$ cat src/rtl/pdm_cic_decimator_if.sv
// PCM sample port of the PDM CIC decimator: sample, valid/ready handshake
// and sticky overrun flag. master = decimator, slave = consumer.
`timescale 1ns/1ps
interface pdm_cic_decimator_if #(
    parameter int OW = 32
);
    logic [OW-1:0] dout;
    logic          dout_valid;
    logic          dout_ready;
    logic          overrun;

    modport master (
        output dout,
        output dout_valid,
        output overrun,
        input  dout_ready
    );

    modport slave (
        input  dout,
        input  dout_valid,
        input  overrun,
        output dout_ready
    );
endinterface

$ cat src/rtl/pdm_cic_decimator.sv
// sinc^ORDER CIC decimator for a 1-bit PDM stream sampled on ock rising edges.
// Ports: clk, rstn (async low), en, sdi, ock; m = PCM sample port (master).
`timescale 1ns/1ps
module pdm_cic_decimator #(
    parameter int ORDER = 3,
    parameter int DEC   = 64,
    parameter int OW    = 32
) (
    input  logic                    clk,
    input  logic                    rstn,
    input  logic                    en,
    input  logic                    sdi,
    input  logic                    ock,
    pdm_cic_decimator_if.master     m
);
    localparam int LD = $clog2(DEC);
    localparam int W  = ORDER * LD;
    localparam int IW = W + 1;

    typedef enum logic [1:0] {
        S_IDLE,
        S_COMB,
        S_OUT
    } state_t;

    logic          ock_s1_q;
    logic          ock_s2_q;
    logic          ock_s3_q;
    logic          sdi_s1_q;
    logic          sdi_s2_q;
    logic          strobe;

    logic [IW-1:0] integ_q [ORDER];
    logic [IW-1:0] integ_d [ORDER];
    logic [IW-1:0] comb_q  [ORDER];
    logic [IW-1:0] dly_q   [ORDER];
    logic [LD-1:0] cnt_q;
    state_t        state_q;
    logic [2:0]    stg_q;
    logic [2:0]    wu_q;
    logic [OW-1:0] dout_q;
    logic          valid_q;
    logic          ovr_q;

    logic [IW-1:0] y;
    logic [W-1:0]  y_sat;
    logic [OW-1:0] fmt;

    assign strobe = ock_s2_q & ~ock_s3_q;

    // Synchronisers are unaffected by en.
    always_ff @(posedge clk or negedge rstn) begin
        if (!rstn) begin
            ock_s1_q <= 1'b0;
            ock_s2_q <= 1'b0;
            ock_s3_q <= 1'b0;
            sdi_s1_q <= 1'b0;
            sdi_s2_q <= 1'b0;
        end else begin
            ock_s1_q <= ock;
            ock_s2_q <= ock_s1_q;
            ock_s3_q <= ock_s2_q;
            sdi_s1_q <= sdi;
            sdi_s2_q <= sdi_s1_q;
        end
    end

    // Registered cascade: every stage adds the pre-update value of the one before.
    always_comb begin
        integ_d = integ_q;
        integ_d[0] = integ_q[0] + IW'(sdi_s2_q);
        for (int k = 1; k < ORDER; k++) begin
            integ_d[k] = integ_q[k] + integ_q[k-1];
        end
    end

    // Gain is exactly 2^W, so only the all-ones case reaches y[W].
    always_comb begin
        y     = comb_q[ORDER-1];
        y_sat = y[W] ? {W{1'b1}} : y[W-1:0];
        fmt   = OW'(y_sat) << (OW - W);
    end

    always_ff @(posedge clk or negedge rstn) begin
        if (!rstn) begin
            for (int k = 0; k < ORDER; k++) begin
                integ_q[k] <= '0;
                comb_q[k]  <= '0;
                dly_q[k]   <= '0;
            end
            cnt_q   <= '0;
            state_q <= S_IDLE;
            stg_q   <= '0;
            wu_q    <= '0;
            dout_q  <= '0;
            valid_q <= 1'b0;
            ovr_q   <= 1'b0;
        end else if (!en) begin
            for (int k = 0; k < ORDER; k++) begin
                integ_q[k] <= '0;
                comb_q[k]  <= '0;
                dly_q[k]   <= '0;
            end
            cnt_q   <= '0;
            state_q <= S_IDLE;
            stg_q   <= '0;
            wu_q    <= '0;
            valid_q <= 1'b0;
            ovr_q   <= 1'b0;
        end else begin
            if (strobe) begin
                integ_q <= integ_d;
                cnt_q   <= cnt_q + 1'b1;
            end
            if (valid_q && m.dout_ready) begin
                valid_q <= 1'b0;
            end
            unique case (state_q)
                S_IDLE: begin
                    if (strobe && cnt_q == LD'(DEC - 1)) begin
                        state_q <= S_COMB;
                        stg_q   <= '0;
                    end
                end
                S_COMB: begin
                    // Stage 0 snapshots the last integrator directly.
                    if (stg_q == 3'd0) begin
                        comb_q[0] <= integ_q[ORDER-1] - dly_q[0];
                        dly_q[0]  <= integ_q[ORDER-1];
                    end
                    for (int k = 1; k < ORDER; k++) begin
                        if (stg_q == 3'(k)) begin
                            comb_q[k] <= comb_q[k-1] - dly_q[k];
                            dly_q[k]  <= comb_q[k-1];
                        end
                    end
                    if (stg_q == 3'(ORDER - 1)) begin
                        state_q <= S_OUT;
                    end else begin
                        stg_q <= stg_q + 3'd1;
                    end
                end
                S_OUT: begin
                    state_q <= S_IDLE;
                    if (wu_q < 3'(ORDER + 1)) begin
                        wu_q <= wu_q + 3'd1;
                    end else begin
                        dout_q  <= fmt;
                        valid_q <= 1'b1;
                        if (valid_q && !m.dout_ready) begin
                            ovr_q <= 1'b1;
                        end
                    end
                end
                default: state_q <= S_IDLE;
            endcase
        end
    end

    assign m.dout       = dout_q;
    assign m.dout_valid = valid_q;
    assign m.overrun    = ovr_q;
endmodule

$ cat src/flat_wrapper.sv
// flat-port wrapper written by rule: the top's interface ports become plain ports
module pdm_cic_decimator_flat 
#(
    parameter int ORDER = 3,
    parameter int DEC   = 64,
    parameter int OW    = 32
)
  (clk, rstn, en, sdi, ock, m_dout, m_dout_valid, m_overrun, m_dout_ready);
  pdm_cic_decimator_if #(.OW(OW)) m_i ();
  input  logic clk;
  input  logic rstn;
  input  logic en;
  input  logic sdi;
  input  logic ock;
  output wire logic [$bits(m_i.dout)-1:0] m_dout;
  output wire logic [$bits(m_i.dout_valid)-1:0] m_dout_valid;
  output wire logic [$bits(m_i.overrun)-1:0] m_overrun;
  input wire logic [$bits(m_i.dout_ready)-1:0] m_dout_ready;
  assign m_dout = m_i.dout;
  assign m_dout_valid = m_i.dout_valid;
  assign m_overrun = m_i.overrun;
  assign m_i.dout_ready = m_dout_ready;
  pdm_cic_decimator #(.ORDER(ORDER), .DEC(DEC), .OW(OW)) u_core (.clk(clk), .rstn(rstn), .en(en), .sdi(sdi), .ock(ock), .m(m_i));
endmodule
$ cat config.mk
export PLATFORM = sky130hd
export DESIGN_NAME = pdm_cic_decimator_flat
export DESIGN_NICKNAME = d
export VERILOG_FILES = /design/src/rtl/pdm_cic_decimator_if.sv /design/src/rtl/pdm_cic_decimator.sv /design/src/flat_wrapper.sv
export SDC_FILE = /design/constraint.sdc
export NUM_CORES = 1
export LEC_CHECK = 0
export BUFFER_PORTS_ARGS = -buffer_cell sky130_fd_sc_hd__buf_2
export CAP_MARGIN = 15
export CORE_MARGIN = 1
export CORE_UTILIZATION = 28
export CTS_BUF_LIST = sky130_fd_sc_hd__clkbuf_8
export DETAILED_ROUTE_END_ITERATION = 8
export PLACE_DENSITY = 0.4
export SETUP_SLACK_MARGIN = 0.1
export SYNTH_ARGS = -nofsm -noshare
export SYNTH_HDL_FRONTEND = slang
export SYNTH_SLANG_ARGS = --single-unit
export TNS_END_PERCENT = 10
$ cat constraint.sdc
create_clock -name clk -period 5.8 [get_ports clk]
set_clock_uncertainty 0.15 [all_clocks]
set_input_delay 1.16 -clock clk [delete_from_list [all_inputs] [get_ports clk]]
set_output_delay 1.16 -clock clk [all_outputs]
set_load 0.05 [all_outputs]
# Yosys cells after proc, flatten, opt, wreduce, memory -nomap -nowiden
# Index checks and enable logic that the tools add are counted.
[classes] addsub=9 n_lt_le_gt_ge=1 eq_ne=18 muxes=34 bitwise=3 reduce_logical=14
[ops] operator="$mux 57" count=6
[ops] operator="$mux 19" count=6
[ops] operator="$sub 19x19->19" count=3
[ops] operator="$add 19x19->19" count=2
[ops] operator="$add 19x1->19" count=1
[ops] operator="$mux 18" count=1
[ops] operator="$mux 3" count=6
[ops] operator="$ne 2x1->1 const B" count=8
[ops] operator="$mux 6" count=2
[ops] operator="$reduce_and 2->1" count=5
[ops] operator="$reduce_and 3->1" count=3
[ops] operator="$mux 1" count=8
[ops] operator="$add 3x1->3 const B" count=2
[ops] operator="$add 6x1->6 const B" count=1
[ops] operator="$eq 6x6->1 const B" count=1
[ops] operator="$mux 2" count=3
[ops] operator="$ne 3x2->1 const B" count=2
[ops] operator="$pmux 3 s2" count=1
[ops] operator="$pmux 2 s2" count=1
[ops] operator="$eq 3x1->1 const B" count=1
[ops] operator="$eq 3x2->1 const B" count=1
[ops] operator="$logic_and 1x1->1" count=3
[ops] operator="$logic_not 3->1" count=1
[ops] operator="$lt 3x3->1 const B" count=1
[ops] operator="9 further kinds" count=10
[totals] ff_bits=210

# Logic depth before layout (Yosys ltp)
# Gate-level depths: netlist (run 1).
[depth] word_depth=6 depth_mapped=12

# Worst setup path before layout (run 1)
# OpenSTA, ideal clock, no wires.
[synth_path] path_type="register -> register" from="reg u_core.integ_q[19] in the netlist's numbering" to="reg u_core.integ_q[33] in the netlist's numbering" setup_time_ns=0.133 t_arrival_ns=2.427 required_time_ns=5.517 path_slack_ns=3.090 stages_incl_launch_ff=11 synth_period_minus_slack_ns=2.710 path_cell_list="dfrtp_1 > ha_1 > fa_1 > a211oi_1 > nor2_1 > o41ai_1 > o22a_1 > and2_1 > o21ai_0 > xnor2_1 > o21ai_0"
[synth_between] elab_chain_len=3
[synth_rtl] item="start: declaration" line="pdm_cic_decimator.sv:33" rtl="logic [IW-1:0] integ_q [ORDER];"
[synth_rtl] item="start signal: assignment" line="pdm_cic_decimator.sv:112" rtl="integ_q <= integ_d;"
[synth_rtl] item="$add 19x19->19" line="pdm_cic_decimator.sv:73" rtl="integ_d[k] = integ_q[k] + integ_q[k-1];"
[synth_rtl] item="$mux 57" line="pdm_cic_decimator.sv:111" rtl="if (strobe) begin"
[synth_rtl] item="$mux 57" line="pdm_cic_decimator.sv:98" rtl="end else if (!en) begin"
# No other way between the ends. The select of a mux whose other input is x is not followed.
# A chain may end at the register's enable or synchronous reset.

# Final worst setup path (run 1)
[layout_path] from="reg u_core.integ_q[19] in the netlist's numbering" to="reg u_core.integ_q[35] in the netlist's numbering"
# The elaborated chain is that of the path after synthesis.

==> results of run 1 <==
## through the flow
stage / hold slack (ps) / std cells / total power (W)
5_1_grt: 212.0 / 1996 / 0.003417
4_1_cts: 198.3 / 1995 / 0.003343
6_report: 194.9 / 1996 / 0.003256
3_3_place_gp: 181.6 / 1922 / 0.001658
2_1_floorplan: 181.2 / 1367 / 0.001601
3_5_place_dp: 185.6 / 1922 / 0.001658
## state kept, by name, summed over array words and instances (netlist names)
| register | cells |
|---|---|
| u_core.cnt_q | 6 |
| u_core.comb_q | 38 |
| u_core.dly_q | 57 |
| u_core.integ_q | 57 |
| u_core.m.dout | 18 |
| u_core.m.dout_valid | 1 |
| u_core.m.overrun | 1 |
| u_core.ock_s1_q | 1 |
| u_core.ock_s2_q | 1 |
| u_core.ock_s3_q | 1 |
| u_core.sdi_s1_q | 1 |
| u_core.sdi_s2_q | 1 |
| u_core.state_q | 2 |
| u_core.stg_q | 3 |
| u_core.wu_q | 3 |
| u_core.y | 19 |
## worst max-delay path: cells and delay by family, from the launching register on
family / cells / cell delay, ps
adders and majority gates: 2 / 730
DFF: 1 / 400
and+or+nand+nor: 2 / 310
AOI/OAI and AO/OA: 5 / 1330
xor gates and xnor gates: 1 / 160
## routing by layer
layer	global-route usage, %	vias to the layer above	routed length [um]
met5	0	-	0
met4	4.828	0	693
met3	2.534	47	922
met2	23.87	92	14990
met1	18.10	4468	14380
li1	-	4827	-
## placed cells by master, fill, tap and decap left out, types with 17 or more instances in the layout
cell	count
dfrtp_1	210
inv_1	90
nor2_1	95
xnor2_1	46
ha_1	98
a21oi_1	87
nand2b_1	17
clkbuf_8	52
a22o_1	73
a21o_1	40
nand2_1	152
a211oi_1	18
nand3_1	34
xor2_1	44
o21ai_0	123
buf_2	24
## cells by family (layout without fill, tap and decap cells)
kind of cell	Yosys count	in the layout
AND/OR/NAND/NOR	381	381
adder cells (fa/ha/maj)	103	103
AO/OA/AOI/OAI	417	417
XOR/XNOR	90	90
buffers and inverters	148	185
other	1	14
multiplexers	4	4
flip-flops	210	210
## cell type report
type	count	area, um^2
sequential	210	5255
inverter	78	292.8
clock inverter	21	173.9
clock buffer	52	715.7
multi-input combinational	1009	6731
timing repair buffer	34	222.7
fill	4675	29990
tap	592	740.7
## final timing paths
path,end,depth (start not counted),slack [ps],from
min in group asynchronous,u_core.dly_q[9],1,520,rstn
max in group asynchronous,u_core.integ_q[53],2,3860,rstn
min reg2reg,u_core.ock_s2_q,0,190,u_core.ock_s1_q
min,u_core.ock_s2_q,0,190,u_core.ock_s1_q
max,u_core.integ_q[35],10,2580,u_core.integ_q[19]
max reg2reg,u_core.integ_q[35],10,2580,u_core.integ_q[19]
## where the power goes
group	internal (W)	leakage (nW)	switching (W)	total, W
Clock	0.000940	0.503	0.000690	0.00163
Combinational	0.0000343	3.23	0.000116	0.000150
Sequential	0.00147	2.92	0.00000484	0.00148
Total	0.00245	6.65	0.000810	0.00326
==> results.md, run 1 <==
- Number of synthesis warnings: 0
- Vias per inst: 4.726
- Clock insertion delay at the later pin of the skew report: 590 ps
- Crit path max-delay cell type: o41ai_1
- Detailed Place HPWL: 21.63 mm
- Critical path data required time: 6110 ps
- Highest Clock Rate: 310.6 MHz
- Layout cells sized above 1: 7.692%
- Count of flip-flops with a built-in enable after synthesis: 0
- Delay of the slowest cell on the worst path: 570 ps
- Leakage: 6.655 nW
- Clock tree from TritonCTS: done
- Cell taking the most area after synthesis: dfrtp_1
- Commonest cells post-synth: dfrtp_1, nand2_1, o21ai_0
- Pin count of the biggest net entering global routing: 117
- Number of diodes added for antenna fixing: 0
- Unrepaired setup endpoints after global routing: no
- Post CTS Setup Buffer Count: 0
- Slew Limit Fails: 0
- Effective utilization at floorplan: 28.39%
- H-tree depth: 2
- Total clock buffers created by CTS: 41
- Synth Area in XOR/XNOR: 6.292%
- Share of the synthesized area in the top cell type: 41.95%
- GR Overflow Total: 0
- Number of remaining DRC errors: 0
- Final setup violation count: 0
- Fraction of the mapped netlist area in simple logic gates: 13.88%
- Total die area: 45590 um^2
- Netlist Area Pre-Place: 12530 um^2
- Worst Max-Slew Pin Slew: 1085 ps
- Placement-stage cell area: 13230 um^2
- Class of the tightest hold or removal check: reg -> reg
- Synth Area in Compound Gates: 22.05%
- Final core area utilization: 32.03%
- Power density relative to cell area: 230.4 nW/um^2
- Data arrival time of the critical path: 3520 ps
- Critical-path cell list: ha_1 -> fa_1 -> a211oi_1 -> nor2_1 -> o41ai_1 -> o22a_1 -> and2_1 -> o31ai_1 -> xnor2_1 -> o21ai_0
- Number of port buffers: 25
- Die Ht: 213.5 um
- Count of clock tree sinks: 210
- Post-synthesis register bit count: 210
- Clock slew seen by the registers of the worst setup and hold paths: 60 ps
- Worst IR Drop VDD: 0.1441 mV
- Sequential-to-total area share from yosys stat: 41.95%
- Row cnt: 77
- First DRT Iteration DRCs: 485
- Drt total wl: 30.99 mm
- Nets: 1483
- Headroom to the max-slew limit: 27.53%
- Async SR Flop Fraction: 100.0%
- Sum of negative setup slack: 0 ps
- Type of element capturing the critical path: flop
- Adder-cell area share of the yosys netlist: 10.59%
- Type of the setup path with the least slack: reg -> reg
- Vias in the first global route: 9408
- Detailed-routing iteration count for the pre-antenna-repair pass: 5
- Period Utilization, post-route: 55.51%
- Final cell area excluding filler cells: 14130 um^2
- Average wire per cell in the routed design: 15.52 um
- Clock tree buffer depth: 3
- Yosys cell types: 69
- Largest family of logic cells by synthesized area: compound AO/OA/AOI/OAI gates
- Final worst slack: 2581 ps
- Post-Place Setup Slack: 2203 ps
- Time the worst path needs with I/O delays and setup: 3219 ps
- Number of max-capacitance violations reported: 0
- Post-synthesis area per instance: 9.252 um^2
- Cell with the most instances after synthesis: dfrtp_1
- Cell types occupying the most area after synthesis: dfrtp_1, ha_1, a22o_1
- Clock root cell: clkbuf_8
- Critical path fanouts, max: 3
- Die Width: 213.5 um
- Synth Instances: 1354
- Global-route usage over all layers: 14.13%
- # resized after CTS: 0
- Placer Congestion: 0.7712
- Number of antenna violations at the first check in global routing: 0
- Final hold violation count: 0
- First-pass GRT wire length: 51.15 mm
- Most common flop cell mapped by yosys: dfrtp_1
- DRT antenna net count: 0
- Number of buffers inserted for hold repair after clock tree synthesis: 0
- Type of origin of the critical path: flop
- IO Count: 40
- Vias: 9434
- Mux share of post-synthesis cell area: 0.3296%
- Placeable core area: 44120 um^2
- Synthesis-to-layout area growth: 12.81%
- Status: finished, final reports clean
(Power assumes the default switching activity.)
==> run 2: changes to the inputs <==
Clock period 5.8 ns to 3.31 ns, I/O delays scaled along.
==> results.md, run 2 (synthesis gave the netlist of run 1 again) <==
- Power density relative to cell area: 383.5 nW/um^2
- Sum of negative setup slack: 0 ps
- Clock tree buffer depth: 3
- Number of port buffers: 25
- Endpoint of the most critical register-to-register path: u_core.integ_q[33]
- Vias: 9694
- First DRT Iteration DRCs: 548
- Period Utilization, post-route: 87.71%
- FILL cells: 4700
- Die Width: 213.5 um
- Data arrival time of the critical path: 3200 ps
- Nets: 1503
- Most common cell after layout, fill and taps aside: dfrtp_1
- Number of diodes added for antenna fixing: 0
- Hold path cells: 0
- Critical path data required time: 3610 ps
- Highest-count cells in the layout ignoring fill and taps: dfrtp_1, nand2_1, o21ai_0
- Clock slew seen by the registers of the worst setup and hold paths: 60 ps
- End point of the most critical hold path: u_core.ock_s2_q
- Crit Reg-Reg Startpoint: u_core.integ_q[19]
- Class of the tightest hold or removal check: reg -> reg
- Slew Limit Fails: 0
- Worst IR Drop VDD: 0.2546 mV
- Critical-path cell list: ha_1 -> fa_1 -> a211oi_2 -> nor2_1 -> o41ai_1 -> buf_4 -> o22a_1 -> and2_1 -> o21ai_0 -> xnor2_1 -> o21ai_0
- Detailed Place HPWL: 22.65 mm
- Effective utilization at floorplan: 28.39%
- Global-route usage over all layers: 14.45%
- Row cnt: 77
- Status: finished, final reports clean
- Leading registers by flop count: u_core.dly_q (57), u_core.integ_q (57), u_core.comb_q (38)
- Pin count of the biggest net entering global routing: 56
- Post-route total power: 0.005454 W
- Leakage: 6.723 nW
- Type of the setup path with the least slack: reg -> reg
- H-tree depth: 2
- First-pass GRT wire length: 52.56 mm
- Average wire per cell in the routed design: 15.71 um
- Final std cells w/o fill: 2018
- Die Ht: 213.5 um
- FF+latch area: 5255 um^2
- Highest Clock Rate: 344.4 MHz
- Number of max-capacitance violations reported: 0
- Setup slack, reg-to-reg: 410 ps
- Kind of cell adding the most delay to the critical path: compound AO/OA/AOI/OAI gates
- Final core area utilization: 32.23%
- Crit path top cell by count: o21ai_0
- Number of antenna violations at the first check in global routing: 0
- Unrepaired setup endpoints after global routing: no
- Area occupied by multi-input gates: 6736 um^2
- GR Overflow Total: 0
- Post-placement cell count: 1940
- Delay of the slowest cell on the worst path: 500 ps
- Hold Startpoint: u_core.ock_s1_q
- Critical path fanouts, max: 3
- Placer Congestion: 0.8292
- Total clock buffers created by CTS: 41
- Clock root cell: clkbuf_8
- Post CTS Setup Buffer Count: 0
- Final setup violation count: 0
- Register-to-Register Path Depth: 11
- Number of buffers and inverters on the critical path: 1
- Detailed-routing iteration count for the pre-antenna-repair pass: 4
- Clock insertion delay at the later pin of the skew report: 600 ps
- Clock tree from TritonCTS: done
- Type of origin of the critical path: flop
- Final hold violation count: 0
- Total die area: 45590 um^2
- Drt total wl: 31.69 mm
- IO Count: 40
- Headroom to the max-slew limit: 51.69%
- Synthesis-to-layout area growth: 13.52%
- Type of element capturing the critical path: flop
- Layout cells sized above 1: 8.976%
- Time the worst path needs with I/O delays and setup: 2903 ps
- Placeable core area: 44120 um^2
- DRT antenna net count: 0
- Count of clock tree sinks: 210
- Worst Max-Slew Pin Slew: 721.4 ps
- Crit path max-delay cell type: fa_1
- Number of remaining DRC errors: 0
- Vias per inst: 4.804
- Vias in the first global route: 9905
==> run 2: changes by cell type in the layout (fill, tap and decap cells not counted), moves of 2 or more <==
cell / previous run / this run
buf_4: 7 / 24
bufinv_16: 3 / 0
clkinv_2: 2 / 9
inv_6: 2 / 0
dlygate4sd3_1: 0 / 3
==> run 2: how the worst max path moves through the flow <==
stage | start | to | slack [ps] | cells past startpoint
after floorplan | u_core.integ_q[19] | u_core.integ_q[33] | 600 | 10
after global placement | u_core.integ_q[19] | u_core.integ_q[33] | 360 | 11
after detailed placement | u_core.integ_q[19] | u_core.integ_q[33] | 370 | 11
after CTS | u_core.integ_q[19] | u_core.integ_q[33] | 350 | 11
after global routing | u_core.integ_q[19] | u_core.integ_q[33] | 160 | 11
final | u_core.integ_q[19] | u_core.integ_q[33] | 410 | 11
==> run 2: layer usage <==
metal | vias to the layer above | track usage [%] | routed length [um]
met3 | 63 | 2.841 | 1023
met4 | 0 | 4.704 | 858
met1 | 4638 | 18.24 | 14860
li1 | 4878 | - | -
met5 | - | 0 | 0
met2 | 115 | 24.63 | 14950
==> run 2: repair_timing <==
action | in CTS | in global routing
hold endpoints to repair | 51 | 0
endpoints found under the setup margin | 0 | 1
hold buffers | 3 | 0
gates resized for setup | 0 | 1
==> run 2: metrics by stage <==
step	setup WS [ps]	instance area, um^2	hold WS, ps
floorplan	600.2	12580	181.2
global placement	356.4	13380	182.6
detailed placement	374.0	13380	186.4
CTS	349.8	14220	170.9
global route	156.1	14220	204.5
finish	406.8	14220	195.3
==> run 2: report_power, final <==
part	internal, W	switching (W)
clock	0.00139	0.00120
combinational	0.0000709	0.000206
sequential	0.00258	0.00000831
total	0.00404	0.00141
==> run 2: cell type report <==
cell class                      count  area share (%)
Multi-Input combinational cell   1009           47.37
Sequential cell                   210           36.95
Tap cell                          592           5.209
Clock buffer                       51           4.936
Timing Repair Buffer               54           2.710
Inverter                           78           2.059
Clock inverter                     24          0.7654
